==> src/rtl/id_ex_stage.sv <==
// ID/EX pipeline register with load-use hazard detection, flush squash and saturating debug counters.
// One cycle ID->EX; stall_o is combinational and holds PC/IF/ID for exactly one cycle while a bubble is loaded.
module id_ex_stage #(
  parameter int XLEN  = 32,
  parameter int CNT_W = 16
) (
  input  logic             clk,
  input  logic             rst_n,
  input  logic             id_valid,
  input  logic [31:0]      id_instr,
  input  logic [XLEN-1:0]  id_pc,
  input  logic [XLEN-1:0]  id_rs1_data,
  input  logic [XLEN-1:0]  id_rs2_data,
  input  logic [XLEN-1:0]  id_imm,
  input  logic [2:0]       id_alu_ctrl,
  input  logic             id_mem_read,
  input  logic             id_mem_write,
  input  logic             id_mem_to_reg,
  input  logic             id_reg_write,
  input  logic             id_alu_src,
  input  logic             id_branch,
  input  logic             ex_flush,
  output logic             stall_o,
  output logic             ex_valid,
  output logic [XLEN-1:0]  ex_pc,
  output logic [XLEN-1:0]  ex_rs1_data,
  output logic [XLEN-1:0]  ex_rs2_data,
  output logic [XLEN-1:0]  ex_imm,
  output logic [4:0]       ex_rs1,
  output logic [4:0]       ex_rs2,
  output logic [4:0]       ex_rd,
  output logic [2:0]       ex_alu_ctrl,
  output logic             ex_mem_read,
  output logic             ex_mem_write,
  output logic             ex_mem_to_reg,
  output logic             ex_reg_write,
  output logic             ex_alu_src,
  output logic             ex_branch,
  output logic [CNT_W-1:0] bubble_cnt,
  output logic [CNT_W-1:0] flush_cnt
);

  localparam logic [6:0] OP_R      = 7'b0110011;
  localparam logic [6:0] OP_IMM    = 7'b0010011;
  localparam logic [6:0] OP_LOAD   = 7'b0000011;
  localparam logic [6:0] OP_STORE  = 7'b0100011;
  localparam logic [6:0] OP_BRANCH = 7'b1100011;

  typedef struct packed {
    logic            vld;
    logic [XLEN-1:0] pc;
    logic [XLEN-1:0] rs1_data;
    logic [XLEN-1:0] rs2_data;
    logic [XLEN-1:0] imm;
    logic [4:0]      rs1;
    logic [4:0]      rs2;
    logic [4:0]      rd;
    logic [2:0]      alu_ctrl;
    logic            mem_read;
    logic            mem_write;
    logic            mem_to_reg;
    logic            reg_write;
    logic            alu_src;
    logic            branch;
  } ex_reg_t;

  logic [6:0]       id_opcode;
  logic [4:0]       id_rs1;
  logic [4:0]       id_rs2;
  logic [4:0]       id_rd;
  logic             uses_rs1;
  logic             uses_rs2;
  logic             load_use;
  logic             unused_instr_bits;
  ex_reg_t          id_cap;
  ex_reg_t          ex_d;
  ex_reg_t          ex_q;
  logic [CNT_W-1:0] bubble_cnt_d;
  logic [CNT_W-1:0] bubble_cnt_q;
  logic [CNT_W-1:0] flush_cnt_d;
  logic [CNT_W-1:0] flush_cnt_q;

  assign id_opcode = id_instr[6:0];
  assign id_rd     = id_instr[11:7];
  assign id_rs1    = id_instr[19:15];
  assign id_rs2    = id_instr[24:20];
  assign unused_instr_bits = ^{id_instr[31:25], id_instr[14:12]};

  always_comb begin
    uses_rs1 = 1'b0;
    uses_rs2 = 1'b0;
    case (id_opcode)
      OP_R, OP_STORE, OP_BRANCH: begin
        uses_rs1 = 1'b1;
        uses_rs2 = 1'b1;
      end
      OP_IMM, OP_LOAD: uses_rs1 = 1'b1;
      default: ;
    endcase
  end

  // A load into x0 never forwards anything, so it cannot create a hazard.
  assign load_use = ex_q.vld & ex_q.mem_read & (ex_q.rd != 5'd0) & id_valid &
                    ((uses_rs1 & (ex_q.rd == id_rs1)) | (uses_rs2 & (ex_q.rd == id_rs2)));
  assign stall_o  = load_use & ~ex_flush;

  always_comb begin
    id_cap            = '0;
    id_cap.vld        = id_valid;
    id_cap.pc         = id_pc;
    id_cap.rs1_data   = id_rs1_data;
    id_cap.rs2_data   = id_rs2_data;
    id_cap.imm        = id_imm;
    id_cap.rs1        = id_rs1;
    id_cap.rs2        = id_rs2;
    id_cap.rd         = id_rd;
    id_cap.alu_ctrl   = id_alu_ctrl;
    id_cap.mem_read   = id_mem_read;
    id_cap.mem_to_reg = id_mem_to_reg;
    id_cap.alu_src    = id_alu_src;
    // Architecturally visible side effects are killed for an invalid slot.
    id_cap.mem_write  = id_mem_write & id_valid;
    id_cap.reg_write  = id_reg_write & id_valid;
    id_cap.branch     = id_branch & id_valid;

    ex_d         = id_cap;
    bubble_cnt_d = bubble_cnt_q;
    flush_cnt_d  = flush_cnt_q;

    if (ex_flush) begin
      ex_d = '0;
      if (id_valid && (flush_cnt_q != '1)) begin
        flush_cnt_d = flush_cnt_q + CNT_W'(1);
      end
    end else if (load_use) begin
      ex_d = '0;
      if (bubble_cnt_q != '1) begin
        bubble_cnt_d = bubble_cnt_q + CNT_W'(1);
      end
    end
  end

  always_ff @(posedge clk or negedge rst_n) begin
    if (!rst_n) begin
      ex_q         <= '0;
      bubble_cnt_q <= '0;
      flush_cnt_q  <= '0;
    end else begin
      ex_q         <= ex_d;
      bubble_cnt_q <= bubble_cnt_d;
      flush_cnt_q  <= flush_cnt_d;
    end
  end

  assign ex_valid      = ex_q.vld;
  assign ex_pc         = ex_q.pc;
  assign ex_rs1_data   = ex_q.rs1_data;
  assign ex_rs2_data   = ex_q.rs2_data;
  assign ex_imm        = ex_q.imm;
  assign ex_rs1        = ex_q.rs1;
  assign ex_rs2        = ex_q.rs2;
  assign ex_rd         = ex_q.rd;
  assign ex_alu_ctrl   = ex_q.alu_ctrl;
  assign ex_mem_read   = ex_q.mem_read;
  assign ex_mem_write  = ex_q.mem_write;
  assign ex_mem_to_reg = ex_q.mem_to_reg;
  assign ex_reg_write  = ex_q.reg_write;
  assign ex_alu_src    = ex_q.alu_src;
  assign ex_branch     = ex_q.branch;
  assign bubble_cnt    = bubble_cnt_q;
  assign flush_cnt     = flush_cnt_q;

endmodule

==> config.mk <==
export PLATFORM = sky130hd
export DESIGN_NAME = id_ex_stage
export DESIGN_NICKNAME = d
export VERILOG_FILES = /design/src/rtl/id_ex_stage.sv
export SDC_FILE = /design/constraint.sdc
export NUM_CORES = 1
export LEC_CHECK = 0
export BUFFER_PORTS_ARGS = -buffer_cell sky130_fd_sc_hd__buf_2
export CAP_MARGIN = 20
export CORE_AREA = 2 2 139 141
export CTS_BUF_LIST = sky130_fd_sc_hd__clkbuf_8
export DETAILED_ROUTE_END_ITERATION = 10
export DIE_AREA = 0 0 141 143
export PLACE_DENSITY_LB_ADDON = 0.25
export SLEW_MARGIN = 5
export SYNTH_ARGS = -nofsm -noshare
export SYNTH_HDL_FRONTEND = slang
export SYNTH_SLANG_ARGS = --single-unit
==> constraint.sdc <==
create_clock -name clk -period 2.7 [get_ports clk]
set_input_delay 0.54 -clock clk [delete_from_list [all_inputs] [get_ports clk]]
set_output_delay 0.54 -clock clk [all_outputs]
set_load 0.005 [all_outputs]
# --- Word level (Yosys, flattened, before mapping) ---
# Index checks and enable logic that the tools add are counted.
# Widths: inputs -> output; s select.
classes:
  addsub: 2
  eq_ne: 9
  mux: 4
  n_bitwise: 12
  n_reduce_logical: 6
ops:
  columns: ["op", "n"]
  rows:
  - ["$mux 153", 2]
  - ["$add 16x1->16 const B", 2]
  - ["$ne 16x16->1 const B", 2]
  - ["$eq 7x6->1 const B", 2]
  - ["$and 1x1->1", 10]
  - ["$eq 5x5->1", 2]
  - ["$eq 7x2->1 const B", 1]
  - ["$eq 7x5->1 const B", 1]
  - ["$eq 7x7->1 const B", 1]
  - ["$reduce_bool 5->1", 1]
  - ["$reduce_or 5->1", 1]
  - ["$reduce_and 3->1", 1]
  - ["$reduce_or 3->1", 1]
  - ["$mux 1", 2]
  - ["$reduce_and 2->1", 1]
  - ["$logic_and 1x1->1", 1]
  - ["$not 1->1", 1]
  - ["$or 1x1->1", 1]
word_totals:
  reg_bits: 185
  output_inout_bits: 186
  elab_cells: 50

# --- Logic depth before layout (Yosys ltp) ---
# Gate-level depths: netlist (run 1).
depth:
  depth_word: 8
  ltp_mapped: 7
  ltp_nobuf: 6

# --- Least setup slack after synthesis (run 1) ---
# Ideal clock, no wire load.
synth_path:
  path_type: "in2out"
  from: "input port id_instr[22]"
  to: "output port stall_o"
  arrival_time_ns: 1.609
  slack_ns: 0.551
  cell_stages: 4
  path_cell_list: "xnor2_1 -> nand4_1 -> o22ai_1 -> nor4b_1"
synth_between:
  elab_chain_len: 5
synth_lines:
  columns: ["element", "line_no", "text"]
  rows:
  - ["start, declared", "10", "input logic [31:0] id_instr,"]
  - ["$eq 5x5->1", "104", "((uses_rs1 & (ex_q.rd == id_rs1)) | (uses_rs2 & (ex_q.rd == id_rs2)));"]
  - ["$and 1x1->1", "104", null]
  - ["$or 1x1->1", "104", null]
  - ["$and 1x1->1", "103", "assign load_use = ex_q.vld & ex_q.mem_read & (ex_q.rd != 5'd0) & id_valid &"]
  - ["$and 1x1->1", "105", "assign stall_o = load_use & ~ex_flush;"]
  - ["end, declared", "23", "output logic stall_o,"]
# Every way passes these cells.

# --- Final worst setup path (run 1) ---
layout_path:
  from: "register ex_q, in the netlist ex_rd[2]"
  to: "output port stall_o"
layout_between:
  elab_chain_len: 5
layout_lines:
  columns: ["element", "line_no", "text"]
  rows:
  - ["start, declared", "77", "ex_reg_t ex_q;"]
  - ["start signal, assigned", "145", "ex_q <= '0;"]
  - ["start signal, assigned", "149", "ex_q <= ex_d;"]
  - ["$eq 5x5->1 or $reduce_bool 5->1 (tied branches)", "104, 103", null]
  - ["$and 1x1->1, on equally long branches", "104, 103", null]
  - ["$or 1x1->1 or $and 1x1->1 (tied branches)", "104, 103", null]
  - ["$and 1x1->1 *", "103", null]
  - ["$and 1x1->1 *", "105", null]
# Mark *: on every way between the ends. The rest lies on a longest branch, timed or not.

==> results of run 1 <==
==> layout make-up <==
type                       instances  area (µm²)  area share, %
timing repair buffer             363        1900           20.8
inverter                           1        3.75         0.0411
tap                              234         293           3.21
multi-input combinational        289        1920           21.0
antenna                            1        2.50         0.0274
clock buffer                      18         248           2.71
clock inverter                    13         131           1.44
sequential                       185        4630           50.7
==> power by group through the flow <==
stage	clock [W]	combinational (W)	sequential (W)
finish	0.00179	0.000613	0.00302
floorplan	0	0.000202	0.00309
global route	0.00197	0.000694	0.00305
global placement	0	0.000615	0.00307
detailed placement	0	0.000622	0.00307
CTS	0.00186	0.000621	0.00302
==> per-stage QoR <==
| stage | instances | hold slack, ns | worst slack [ns] | instance area, µm² |
|---|---|---|---|---|
| floorplan | 493 | 0.244 | 0.551 | 6660 |
| global placement | 1068 | 0.484 | 0.304 | 8700 |
| detailed placement | 1068 | 0.486 | 0.307 | 8700 |
| CTS | 1099 | 0.0274 | 0.00432 | 9080 |
| global route | 1103 | 0.0369 | 0.00180 | 9130 |
| finish | 1104 | 0.0291 | 0.129 | 9130 |
==> critical path: cells and delay by family (launching register included) <==
kind | cells | cell delay (ns)
simple gates | 2 | 0.64
flops | 1 | 0.45
buf+inv | 2 | 0.26
compound gates | 1 | 0.23
==> routing by layer <==
layer	GRT usage, %	vias up	routed length [µm]
li1	-	2325	-
met1	21.2	2288	7200
met2	31.2	231	8810
met3	6.84	16	1680
met4	5.32	0	243
met5	0	-	0
==> logic make-up after synthesis <==
kind of cell / share of synthesized area [%]
buffers and inverters: 1.97
multiplexers: 0.338
flip-flops: 69.5
AND/OR/NAND/NOR: 21.4
adder cells (fa/ha/maj): 0.376
XOR/XNOR: 5.00
AO/OA/AOI/OAI: 1.41
==> path summary, 6_finish.rpt <==
kind	start	end	slack [ns]
setup / recovery	ex_rd[2]	stall_o	0.13
hold / removal	rst_n	ex_rs2_data[25]	0.03
setup reg to reg	ex_rd[2]	ex_reg_write	0.25
hold reg to reg	bubble_cnt[6]	bubble_cnt[6]	0.50
max in group asynchronous	rst_n	ex_mem_to_reg	1.95
min in group clk	id_imm[20]	ex_imm[20]	0.27
==> timing repair <==
item	4_1_cts	5_1_grt
buffers inserted	0	4
setup endpoints to repair	0	1
gates resized for setup	0	5
==> layout by cell type (no fill, tap or decap), types with 3 or more instances in the layout <==
cell type and count:
dfrtp_2 3, and2_1 151, a31oi_1 4, nor2_1 9, inv_8 4, xnor2_1 34, clkinv_4 5, buf_2 347
buf_4 12, nand4_1 17, dfrtp_1 182, buf_12 3, nand3_1 12, nand2_1 18, clkbuf_8 19, inv_6 3
xor2_1 4, nor4_1 5, and3_1 10
==> metrics, run 1 <==
internal power=0.00395 W; most frequent cells after synthesis=dfrtp_1 (185), and2_1 (151), xnor2_1 (34); grt total ovfl=0; Die H=143 µm; RSZ-0062 raised after global routing=false; hold-fix buffer count after cts=0; fraction of registers with async set/reset=100%; final worst-path cycle share=95.2%; peak supply drop=0.000283 V; Design Power=0.00542 W; Max-Cap Viols=0; Final nets=1032; final setup fails=0; CP endpoint kind=primary output; Row Count=50; Hold WC Path Type=in2async; Synth Net Count=668; yosys warns=0; Gate Count Post-Synth=493; clock tree buffer depth=2; Slew headroom=57.4%; I/O Buffers=348; Hold Vio Cnt, Final=0; Setup Crit Path Kind=reg2out; H-tree Lvls=4; die width=141 µm; RD Place Congestion=0.854; Slowest-stage cell, CP=or4_4; initial antenna violation count=0; Sw Share=27.2%; most frequent cell after synthesis=dfrtp_1; Core ar.=18600 µm²; Switching Power=0.00148 W; total clock sinks=185; Yosys top cell area share=69.5%; startpoint types=flop; worst-margin pin slew=0.638 ns; combinational share of power=11.3%; I/O Pins=359; per-cell routed wire length=16.2 µm; outcome=complete, no violations; largest net degree at the start of global routing=154; data required time at the worst endpoint=2.16 ns; DRT antenna net count=0; clk_skew=0.0146 ns; layout cells sized above 1=46.6%; Worst EP arrival=2.03 ns; CTS root buffer=clkbuf_8; routed wire length=17900 µm; vias per std cell=4.40; cell chain of the critical path=or4_4 > o2111ai_4 > nor4b_2 > buf_4 > buf_2; Worst-path clk slew=0.10 ns; DR DRC count=0; Max Slew Vio Count=0; Fmax=389 MHz; DRT Pass-1 Iters=4; first-pass GRT wire length=27400 µm; register area share after synthesis=69.5%; Reg power frac=55.7%; # fillers=1697; main flop type after synthesis=dfrtp_1; vias in the first global route=4904; EDFF count, synth=0; Starting Density=35.9%; Syn Area/Cell=13.5 µm²; CTS buffer count=17; HPWL after DPL=13400 µm; Area growth, synth to finish=37.1%; reg2reg path depth=7; TritonCTS clock tree=built; Die Footprint=20200 µm²; synth top area cells=dfrtp_1 (69%), and2_1 (14%), xnor2_1 (4.5%), nand4_1 (1.6%), buf_6 (1.4%); Leakage=4.89 nW; fin util=49.1%; 1st-iter DRT viols=152; post-synth top area cell=dfrtp_1; Clk Latency, worst-skew pair=0.45 ns; crit-path max cell delay=0.57 ns; Tmin final=2.57 ns; Post-Syn Area=6660 µm²; total track usage=18.1%; setup TNS=0 ns; Yosys cell types=33; Worst Path Max Fanout=4; PwrDens=594 nW/µm²; Yosys reg bits=185; Clock power frac=33.0%; DR vias=4860
(Power assumes the default switching activity.)
==> run 2: changes to the inputs <==
--- a/config.mk
+++ b/config.mk
@@ -11,6 +11,7 @@
 export CTS_BUF_LIST = sky130_fd_sc_hd__clkbuf_8
 export DETAILED_ROUTE_END_ITERATION = 10
 export DIE_AREA = 0 0 141 143
+export GPL_ROUTABILITY_DRIVEN = 0
 export PLACE_DENSITY_LB_ADDON = 0.25
 export SLEW_MARGIN = 5
 export SYNTH_ARGS = -nofsm -noshare
==> constraint.sdc (replaced) <==
create_clock -name clk -period 2.5 [get_ports clk]
set_input_delay 0.5 -clock clk [delete_from_list [all_inputs] [get_ports clk]]
set_output_delay 0.5 -clock clk [all_outputs]
set_load 0.005 [all_outputs]
==> run 2 against run 1 <==
  * Clock skew barely moved
  * Clock power rose by 5%
  * Core utilization rose by 1.0 points
  * Combinational power rose by 15%
  * Sequential cell count did not move
  * Global-route usage fell by 0.15 points
  * Die area did not move
  * Critical path type unchanged
==> metrics, run 2 (synthesized netlist as in run 1, its figures left out) <==
reg-to-reg endpoint=ex_rs2_data[21]; hold-fix buffer count after cts=0 (unchanged); TritonCTS clock tree=built; startpoint types=flop; PwrDens=628 nW/µm² (+5.7%); layout cells sized above 1=47.9% (+1.3 points); combinational share of power=12.1% (+0.8 points); Leakage=5.00 nW (+2.2%); most frequent cells in the layout=buf_2 (346), dfrtp_1 (185), and2_1 (151), xnor2_1 (28); total clock sinks=185 (unchanged); Die H=143 µm (unchanged); RSZ-0062 raised after global routing=true; Worst-path clk slew=0.10 ns (about the same); Sw Share=27.2% (about the same); I/O Buffers=348 (unchanged); DR DRC count=0 (unchanged); CTS root buffer=clkbuf_8; reg2reg path depth=5 (-2); Max-Cap Viols=0 (unchanged); outcome=complete, no violations; multi-input logic area=2000 µm² (+4.2%); total track usage=18.0% (-0.15 points); Reg area=4630 µm² (about the same); reg2reg start=ex_rd[4]; Slew headroom=57.2% (-0.14 points); setup TNS=0 ns (unchanged); Starting Density=35.9% (unchanged); first-pass GRT wire length=27300 µm (-0.46%); HPWL after DPL=13700 µm (+2.5%); clock tree buffer depth=2 (unchanged); worst hold margin=0.00555 ns (-0.0236 ns); vias in the first global route=4874 (-0.61%); DR vias=4903 (+0.88%); DRT Pass-1 Iters=6 (+2); vias per std cell=4.40 (-0.11%); per-cell routed wire length=16.4 µm (+1.0%); Final nets=1044 (+1.2%); Clk Latency, worst-skew pair=0.45 ns (about the same); CP startpoint=ex_rd[4]; commonest non-fill, non-tap cell in the layout=buf_2; Hold Vio Cnt, Final=0 (unchanged); worst-margin pin slew=0.641 ns (+0.00343 ns); Worst Path Max Fanout=2 (-2); Switching Power=0.00159 W (+7.8%); final worst-path cycle share=98.5%; Worst EP arrival=1.96 ns (-0.07 ns); Setup Crit Path Kind=reg2out; data required time at the worst endpoint=2.00 ns (-0.16 ns); peak supply drop=0.000297 V (+4.7%); CTS buffer count=17 (unchanged); Fmax=406 MHz; Row Count=50 (unchanged); Reg power frac=55.8% (about the same); largest net degree at the start of global routing=67 (-56%); routed wire length=18300 µm (+2.0%); H-tree Lvls=4 (unchanged); Area growth, synth to finish=39.8%; R2R Setup Slk=0.29 ns (+0.04 ns); 1st-iter DRT viols=177 (+16%); CP endpoint kind=primary output; Tmin final=2.46 ns; Clock power frac=32.1% (-0.9 points); Max Slew Vio Count=0 (unchanged); Die Footprint=20200 µm² (unchanged); pre-CTS setup slack=-0.0295 ns (-0.336 ns); DRT antenna net count=0 (unchanged); worst setup margin=0.0375 ns (-0.0911 ns); # fillers=1710 (+0.77%); ANT cells=0 (-1); I/O Pins=359 (unchanged); fin util=50.1% (+1.0 points); Core ar.=18600 µm² (unchanged); clk_skew=0.0143 ns (-0.000286 ns); initial antenna violation count=1 (+1); final setup fails=0 (unchanged); die width=141 µm (unchanged); internal power=0.00426 W (+7.8%); grt total ovfl=0 (unchanged); Hold WC Path Type=in2async
==> run 2: cell types whose count changed in the layout (fill, tap and decap cells not counted), sizes merged <==
cell,previous run,this run
buf,362,373
a21oi,1,2
diode,1,0
clkbuf,19,18
clkinvlp,0,1
==> run 2: final cells by class <==
type                            count  share of cell area [%]
Sequential cell                   185                    49.7
Timing Repair Buffer              374                    21.7
Multi-Input combinational cell    290                    21.5
Tap cell                          234                    3.14
Clock buffer                       17                    2.51
Clock inverter                     14                    1.45
Inverter                            1                  0.0403
==> run 2: per-stage QoR <==
| stage | power (W) | cell area (µm²) | cells |
|---|---|---|---|
| floorplan | 0.00355 | 6660 | 493 |
| global placement | 0.00399 | 8770 | 1076 |
| detailed placement | 0.00401 | 8770 | 1076 |
| CTS | 0.00592 | 9180 | 1107 |
| global route | 0.00616 | 9320 | 1115 |
| finish | 0.00585 | 9320 | 1115 |
==> run 2: how the worst max path moves through the flow <==
| stage | to | slack (ns) |
|---|---|---|
| 2_1_floorplan | stall_o | 0.43 |
| 3_3_place_gp | ex_rs2_data[6] | -0.02 |
| 3_5_place_dp | ex_rs2_data[3] | -0.03 |
| 4_1_cts | stall_o | -0.08 |
| 5_1_grt | stall_o | -0.08 |
| 6_report | stall_o | 0.04 |
==> run 2: per-layer routing <==
| layer | up-vias | GRT usage (%) | share of wire [%] |
|---|---|---|---|
| met3 | 14 | 6.41 | 8.9 |
| li1 | 2346 | - | - |
| met4 | 0 | 5.16 | 1.1 |
| met5 | - | 0 | 0 |
| met1 | 2312 | 21.5 | 40 |
| met2 | 231 | 30.7 | 50 |
==> run 2: critical path: stages, from the launching register on <==
cell and delay (ns):
dfrtp_1 0.40, or4_4 0.57, o2111ai_4 0.24, buf_6 0.14, nor4b_4 0.05, buf_6 0.13
==> run 2: power by group through the flow <==
stage                     registers, W  logic (W)  clock network, W
after floorplan                0.00333   0.000218                 0
after global placement         0.00331   0.000682                 0
after detailed placement       0.00332   0.000690                 0
after CTS                      0.00326   0.000699           0.00195
after global routing           0.00329   0.000793           0.00208
final                          0.00326   0.000706           0.00188
==> run 2: timing repair <==
| action | 4_1_cts | 5_1_grt |
|---|---|---|
| pin swaps | 2 | 11 |
| endpoints found under the setup margin | 85 | 124 |
| resized for setup | 7 | 11 |
| gates cloned | 0 | 1 |
| setup buffers | 0 | 8 |
==> run 3: changes to the inputs <==
--- a/config.mk
+++ b/config.mk
@@ -7,10 +7,10 @@
 export LEC_CHECK = 0
 export BUFFER_PORTS_ARGS = -buffer_cell sky130_fd_sc_hd__buf_2
 export CAP_MARGIN = 20
-export CORE_AREA = 2 2 139 141
+export CORE_AREA = 2 2 141 143
 export CTS_BUF_LIST = sky130_fd_sc_hd__clkbuf_8
 export DETAILED_ROUTE_END_ITERATION = 10
-export DIE_AREA = 0 0 141 143
+export DIE_AREA = 0 0 143 145
 export GPL_ROUTABILITY_DRIVEN = 0
 export PLACE_DENSITY_LB_ADDON = 0.25
 export SLEW_MARGIN = 5
==> constraint.sdc (replaced) <==
create_clock -name clk -period 2.15 [get_ports clk]
set_input_delay 0.43 -clock clk [delete_from_list [all_inputs] [get_ports clk]]
set_output_delay 0.43 -clock clk [all_outputs]
set_load 0.005 [all_outputs]
==> run 3 against run 2 <==
  * The flow now finishes with violations (negative setup slack)
  * Final area increased by 0.52%
  * Largest cell class unchanged
  * Worst hold slack better by 0.17 ns
  * Largest power group unchanged
  * Clock power rose by 22%
  * Total power rose by 18%
  * Global-route usage decreased by 0.51 points
  * Clock skew down 0.0065 ns
==> metrics, run 3 (synthesized netlist as in run 1, its figures left out) <==
data required time at the worst endpoint=1.72 ns (-0.28 ns); PwrDens=735 nW/µm² (+17%); final setup fails=1 (+1); Slew headroom=64.4% (+7.1 points); clk_skew=0.00784 ns (-0.00651 ns); vias in the first global route=4852 (-0.45%); failing checks=negative setup slack; clock tree buffer depth=2 (unchanged); Area growth, synth to finish=40.6%; HPWL after DPL=13800 µm (+0.28%); Hold Vio Cnt, Final=0 (unchanged); Die Footprint=20700 µm² (+2.8%); grt total ovfl=0 (unchanged); worst-margin pin slew=0.534 ns (-0.107 ns); routed wire length=18200 µm (-0.79%); die width=143 µm (+1.4%); reg2reg path depth=8 (+3); total track usage=17.4% (-0.51 points); Row Count=51 (+2.0%); Max Slew Vio Count=0 (unchanged); outcome=complete, but fails checks; total clock sinks=185 (unchanged); RSZ-0062 raised after global routing=true; reg2reg start=ex_rd[1]; worst hold margin=0.173 ns (+0.168 ns); vias per std cell=4.25 (-3.4%); Max-Cap Viols=0 (unchanged); Worst EP arrival=1.94 ns (-0.02 ns); Worst Path Max Fanout=2 (unchanged); first-pass GRT wire length=27400 µm (+0.36%); per-cell routed wire length=15.8 µm (-3.6%); initial antenna violation count=1 (unchanged); Hold WC Path Type=in2reg; Die H=145 µm (+1.4%); worst setup margin=-0.219 ns (-0.256 ns); Clk Latency, worst-skew pair=0.45 ns (about the same); Setup Crit Path Kind=reg2out; # fillers=1775 (+3.8%); HP Start=id_rs1_data[16]; commonest non-fill, non-tap cell in the layout=buf_2; Final nets=1044 (unchanged); Fmax=422 MHz; DR DRC count=0 (unchanged); I/O Buffers=348 (unchanged); 1st-iter DRT viols=194 (+9.6%); Leakage=5.01 nW (+0.29%); Design Power=0.00688 W (+18%); Reg area=4630 µm² (unchanged); multi-input logic area=1970 µm² (-1.3%); peak supply drop=0.000541 V (+82%); CP startpoint=ex_rd[1]; Core ar.=19200 µm² (+3.4%); Starting Density=34.7% (-1.2 points); Worst-path clk slew=0.10 ns (about the same); largest net degree at the start of global routing=60 (-10%); most frequent cells in the layout=buf_2 (347), dfrtp_1 (185), and2_1 (151), xnor2_1 (29), clkbuf_8 (20); CP endpoint kind=primary output; final worst-path cycle share=110%; DRT antenna net count=0 (unchanged); I/O Pins=359 (unchanged); WHS Path Cells=2; CTS root buffer=clkbuf_8; CTS buffer count=17 (unchanged); Tmin final=2.37 ns; DR vias=4875 (-0.57%); fin util=48.8% (-1.4 points); DRT Pass-1 Iters=4 (-2); layout cells sized above 1=47.6% (-0.28 points); H-tree Lvls=4 (unchanged); startpoint types=flop; TritonCTS clock tree=built; pre-CTS setup slack=-0.0388 ns (-0.00929 ns)
-- run 3: changes by cell type in the layout (fill, tap and decap cells not counted), sizes merged --
cell,previous run,this run
a21oi,2,1
clkbuf,18,20
clkinv,6,7
clkinvlp,1,0
diode,0,1
dlygate4sd3,0,1
inv,8,7
-- run 3: metal layers --
metal / up-vias / global-route usage (%) / wire [µm]
li1: 2351 / - / -
met1: 2258 / 20.6 / 6980
met2: 246 / 28.5 / 8910
met3: 20 / 7.76 / 1980
met4: 0 / 5.25 / 283
met5: - / 0 / 0
-- run 3: per-stage QoR --
step | instance area [µm²] | TNS [ns] | std cells
3_5_place_dp | 8870 | -0.0388 | 1113
5_1_grt | 9360 | -0.370 | 1148
4_1_cts | 9290 | -0.270 | 1146
6_report | 9360 | -0.219 | 1148
2_1_floorplan | 6660 | 0 | 493
3_3_place_gp | 8870 | -0.0131 | 1113
-- run 3: final timing paths --
path                                    to  slack (ns)
max reg2reg                  bubble_cnt[1]        0.05
min in group asynchronous    flush_cnt[11]        0.50
max in group asynchronous   ex_rs2_data[9]        1.02
max                                stall_o       -0.22
min                        ex_rs1_data[16]        0.17
min reg2reg                  bubble_cnt[6]        0.50
-- run 3: layout make-up --
class,count,share of cell area (%)
clock buffers,19,2.79
multi-input cells,289,21.1
diodes,1,0.0267
flip-flops and latches,185,49.4
well taps,265,3.54
clock inverters,13,1.40
repair buffers,375,21.7
inverters,1,0.0401
-- run 3: worst max-delay path, stage by stage, from the launching register on --
cell and delay, ns:
dfrtp_1 0.40, or4_4 0.57, o2111ai_4 0.21, buf_6 0.14
nor4b_4 0.04, buf_2 0.13
-- run 3: timing repair --
| item | CTS | global route |
|---|---|---|
| pin swaps | 3 | 7 |
| gates resized for setup | 3 | 10 |
| setup endpoints to repair | 1 | 38 |
| buffers inserted | 1 | 1 |
| hold buffers | 1 | 0 |
| endpoints found under the hold margin | 52 | 0 |
-- run 3: where the power goes --
part | internal (W) | switching (W) | leakage (nW)
Combinational | 0.000421 | 0.000384 | 2.41
Clock | 0.000922 | 0.00136 | 0.201
Sequential | 0.00367 | 0.000117 | 2.41
Total | 0.00502 | 0.00186 | 5.01
